==> config.mk <==
export PLATFORM = sky130hd
export DESIGN_NAME = serial_subtractor
export DESIGN_NICKNAME = d
export VERILOG_FILES = /design/src/rtl/serial_subtractor.sv
export SDC_FILE = /design/constraint.sdc
export NUM_CORES = 1
export LEC_CHECK = 0
export CORE_MARGIN = 2
export CORE_UTILIZATION = 54
export CTS_BUF_LIST = sky130_fd_sc_hd__clkbuf_4 sky130_fd_sc_hd__clkbuf_8
export DETAILED_ROUTE_END_ITERATION = 8
export HOLD_SLACK_MARGIN = 0.12
export PLACE_DENSITY_LB_ADDON = 0.08
export SLEW_MARGIN = 10
export SYNTH_ARGS = -nofsm -noshare
export SYNTH_HDL_FRONTEND = slang
export SYNTH_SLANG_ARGS = --single-unit
==> constraint.sdc <==
create_clock -name clk -period 1.6 [get_ports clk]
set_input_delay 0.32 -clock clk [delete_from_list [all_inputs] [get_ports clk]]
set_output_delay 0.32 -clock clk [all_outputs]
set_load 0.02 [all_outputs]
==> src/rtl/serial_subtractor.sv <==
`default_nettype none
// ============================================================================
// Module      : serial_subtractor
// Description : Bit-serial two's-complement subtractor (a - b), LSB first,
//               built from one full-subtractor cell and a borrow flop.
//               Define SERIAL_SUB_OVF_EN to add the signed-overflow output.
// Revision    : 1.0 - initial release
// ============================================================================
module serial_subtractor #(
    parameter int WIDTH = 8
) (
    input  logic             clk,
    input  logic             reset,
    input  logic             start,
    input  logic [WIDTH-1:0] a,
    input  logic [WIDTH-1:0] b,
    output logic             busy,
    output logic             done,
    output logic [WIDTH-1:0] diff,
    output logic             borrow_out
`ifdef SERIAL_SUB_OVF_EN
    ,
    output logic             overflow
`endif
);

    localparam int CW = (WIDTH > 1) ? $clog2(WIDTH) : 1;
    localparam logic [CW-1:0] C_LAST = CW'(WIDTH - 1);

    typedef enum logic [1:0] {
        S_IDLE = 2'd0,
        S_RUN  = 2'd1,
        S_DONE = 2'd2
    } state_t;

    state_t           r_state;
    logic [WIDTH-1:0] r_a;
    logic [WIDTH-1:0] r_b;
    logic [WIDTH-2:0] r_res;
    logic [CW-1:0]    r_cnt;
    logic             r_borrow;

    logic             w_d;
    logic             w_bout;
    logic [WIDTH-1:0] w_next;

    // Full-subtractor cell operating on the current LSBs
    assign w_d    = r_a[0] ^ r_b[0] ^ r_borrow;
    assign w_bout = (~r_a[0] & r_b[0]) | (~(r_a[0] ^ r_b[0]) & r_borrow);
    assign w_next = {w_d, r_res};

`ifdef SERIAL_SUB_OVF_EN
    // Operand sign bits are shifted out during RUN, so keep a copy
    logic r_a_msb;
    logic r_b_msb;

    always_ff @(posedge clk or posedge reset) begin
        if (reset) begin
            r_a_msb  <= 1'b0;
            r_b_msb  <= 1'b0;
            overflow <= 1'b0;
        end else begin
            if (r_state == S_IDLE && start) begin
                r_a_msb <= a[WIDTH-1];
                r_b_msb <= b[WIDTH-1];
            end
            if (r_state == S_RUN && r_cnt == C_LAST) begin
                overflow <= (r_a_msb != r_b_msb) && (w_d != r_a_msb);
            end
        end
    end
`endif

    always_ff @(posedge clk or posedge reset) begin
        if (reset) begin
            r_state    <= S_IDLE;
            r_a        <= '0;
            r_b        <= '0;
            r_res      <= '0;
            r_cnt      <= '0;
            r_borrow   <= 1'b0;
            busy       <= 1'b0;
            done       <= 1'b0;
            diff       <= '0;
            borrow_out <= 1'b0;
        end else begin
            case (r_state)
                S_IDLE: begin
                    done <= 1'b0;
                    if (start) begin
                        r_a      <= a;
                        r_b      <= b;
                        r_res    <= '0;
                        r_cnt    <= '0;
                        r_borrow <= 1'b0;
                        busy     <= 1'b1;
                        r_state  <= S_RUN;
                    end
                end
                S_RUN: begin
                    r_res    <= w_next[WIDTH-1:1];
                    r_a      <= r_a >> 1;
                    r_b      <= r_b >> 1;
                    r_borrow <= w_bout;
                    r_cnt    <= r_cnt + CW'(1);
                    if (r_cnt == C_LAST) begin
                        diff       <= w_next;
                        borrow_out <= w_bout;
                        done       <= 1'b1;
                        r_state    <= S_DONE;
                    end
                end
                S_DONE: begin
                    done    <= 1'b0;
                    busy    <= 1'b0;
                    r_state <= S_IDLE;
                end
                default: begin
                    done    <= 1'b0;
                    busy    <= 1'b0;
                    r_state <= S_IDLE;
                end
            endcase
        end
    end

endmodule
`default_nettype wire

==> out/results.tsv <==
stage	metric	value	unit
run_status	status	completed	
clock_network	Clock Tree Buf Depth	2	
setup_path	Worst path depth	4	
power	Max VDD drop	883	uV
grt	global-route usage over all layers	20.4	%
setup_path	master of the slowest instance on the critical path	dfrtp_1	
clock_network	Root Buffer	clkbuf_4	
logic_synthesis	syn_area_per_cell	12.6	um2
floorplanning	Die Area	3800	um2
logic_synthesis	Syn. warnings	0	
placed_design	placed cell count	212	
timing	RSZ-0062 raised after global routing	no	
logic_synthesis	largest family of logic cells by synthesized area	compound AO/OA/AOI/OAI gates	
logic_synthesis	register bit count reported by yosys	40	
routing	ANT nets after route	0	
setup_path	worst r2r src	r_cnt[0]	
timing	Slew HR	59.0	%
logic_synthesis	post-synth top area share	55.8	%
routing	Iter 0 DRT Violations	71	
logic_synthesis	most numerous cell in the Yosys netlist	dfrtp_1	
timing	clk_skew	0.00772	ns
run	MaxCap Viol Count	0	
logic_synthesis	adder-cell share of the synthesized area	2.51	%
logic_synthesis	Primary FF master, synth	dfrtp_1	
logic_synthesis	simple-gate share of the synthesized area	11.9	%
clock_network	Clock transition at path regs	0.12	ns
floorplanning	DIE HEIGHT	61.6	um
grt	global-route wire length before repair	5530	um
logic_synthesis	top post-synthesis cells by area	dfrtp_1, a221oi_1, nor4b_1	
grt	largest net degree at the start of global routing	41	
cells_and_area	ANT cells	0	
grt	grt total ovfl	0	
timing	Setup-failing EPs final	0	
timing	final worst-path cycle share	92.7	%
routing	DR vias	1199	
floorplanning	core area	3100	um2
routing	Pre-Repair DR Iteration Count	4	
routing	drt wl/cell	14.5	um
clock_network	CTS buffer count	5	
logic_synthesis	sequential area share after synthesis	55.8	%
clock_network	post-CTS setup buffers	0	
logic_synthesis	Syn Inst Count	142	
logic_synthesis	XOR/XNOR share of the synthesized area	0	%
clock_network	Worst-Skew Late Latency	0.37	ns
cells_and_area	Area growth syn-to-layout	22.9	%
floorplanning	Die X	61.6	um
logic_synthesis	mux cell area share after synthesis	7.88	%
cells_and_area	layout cells sized above 1	15.9	%
logic_synthesis	Syn Nets	164	
power	Pleak	1.05	nW
placed_design	DP Wirelength	2120	um
floorplanning	Initial Util	57.8	%
setup_path	Worst Path Required	1.86	ns
timing	f_max	674	MHz
clock_network	clk sinks	40	
clock_network	H-tree depth	2	
setup_path	CP most frequent cell	ha_1	
logic_synthesis	library cells used by synthesis	23	
setup_path	kind of critical path	flop to flop	
cells_and_area	Final nets	197	
setup_path	Worst Path Buf+Inv	0	
placed_design	IO buf count	29	
logic_synthesis	top cells by count, synth	dfrtp_1, inv_1, a221oi_1, nor4b_1	
floorplanning	Core Rows	20	
logic_synthesis	post-synth top area cell	dfrtp_1	
logic_synthesis	Post-synth EDFFs	0	
timing	final hold violations	0	
routing	via/cell ratio	5.45	
floorplanning	Top Ports	30	
grt	vias in the first global route	1179	
setup_path	R2R depth	4	
logic_synthesis	Synth Cell Area	1790	um2
power	P per Cell Area	1800	nW/um2
setup_path	Top delay family on crit path	adder cells	
timing	Max Slew Vio Count	0	
setup_path	Crit Path Max Fanout	10	
timing	worst slew pin tran	0.612	ns
cells_and_area	Final Non-Filler Cells	220	
power	overall power	3.98	mW
routing	final wirelength	3180	um
setup_path	R2R Setup Slk	0.12	ns
logic_synthesis	post-synthesis compound-gate area fraction	13.9	%
setup_path	Critical Path Source	r_cnt[0]	
setup_path	Critical Path End Type	flop	
placed_design	Final Wtd Congestion	0.762	
clock_network	cts hold-fix bufs	0	
routing	number of remaining DRC errors	0	
clock_network	CTS tree	done	
setup_path	Data arrival, critical path	1.75	ns
setup_path	biggest cell delay along the critical path	0.41	ns
grt	initial antenna violation count	0	
setup_path	cells along the critical path	ha_1 -> ha_1 -> nand3b_4 -> mux2_4	
timing	Final min period	1.48	ns
logic_synthesis	ys async rst share	100	%
clock_network	Resized cells post-CTS	11	
hold_path	Hold Path Class	primary input to asynchronous set/reset pin	
setup_path	Worst setup SP type	flop	
worst register-to-register path, stage by stage, from the launching register on:
cell	delay (ns)
dfrtp_1	0.41
ha_1	0.20
ha_1	0.23
nand3b_4	0.21
mux2_4	0.33
cell type report:
| class | count | area, um2 |
|---|---|---|
| Sequential cell | 40 | 1000 |
| Fill cell | 242 | 898 |
| Multi-Input combinational cell | 72 | 649 |
| Timing Repair Buffer | 37 | 362 |
| Inverter | 19 | 71.3 |
| Tap cell | 44 | 55.1 |
| Clock buffer | 6 | 51.3 |
| Clock inverter | 2 | 15.0 |
cell families (layout without fill, tap and decap cells):
kind of cell | count (synthesis) | after routing
buffers and inverters | 30 | 64
AND/OR/NAND/NOR | 30 | 30
adder cells (fa/ha/maj) | 3 | 3
multiplexers | 10 | 10
AO/OA/AOI/OAI | 29 | 29
flip-flops | 40 | 40
per-stage QoR:
stage / setup WS [ns] / hold WS, ns / util (%) / area, um2 / TNS (ns)
after floorplan: 0.165 / 0.453 / - / 1790 / 0
after global placement: 0.109 / 0.474 / 69.4 / 2150 / 0
after detailed placement: -0.00991 / 0.474 / 69.4 / 2150 / -0.00991
after CTS: 0.0987 / 0.300 / 71.0 / 2200 / 0
after global routing: 0.0147 / 0.311 / 71.0 / 2200 / 0
final: 0.116 / 0.289 / 71.0 / 2200 / 0
where the power goes:
part / switching [mW] / internal [mW]
combinational: 0.822 / 0.867
clock: 0.352 / 0.213
sequential: 0.257 / 1.47
sequential cells by signal (all words and copies together) (netlist names):
register	count
busy	1
r_a	8
r_b	8
borrow_out	1
r_res	7
r_cnt	3
r_borrow	1
r_state	2
done	1
diff	8
cell usage in the layout (no fill, tap or decap), drive strengths merged:
cell           count
nor2              11
clkinvlp           2
buf                8
fa                 1
clkbuf             6
a21oi              2
ha                 2
o21bai             1
a221oi            14
nor4b             14
mux2               9
nor3b              1
a22o              11
nand2b             1
or2b               1
dfrtp             40
inv               19
clkdlybuf4s50     18
nand3b             1
dlygate4sd2       11
mux2i              1
nor2b              1
o2bb2ai            1
final timing paths:
check                                 to
worst max-delay path             diff[0]
worst min-delay path              r_b[4]
worst max register to register   diff[0]
worst min register to register  r_borrow
max in group asynchronous         r_b[6]
min in group clk                r_borrow
per-layer routing:
metal	global-route usage, %	up-vias	wire [um]
met3	5.67	8	145
met1	28.5	591	1510
li1	-	576	-
met2	29.5	24	1450
met4	10.0	0	72
met5	0	-	0
Note: power is estimated with default switching activity, not from simulation.
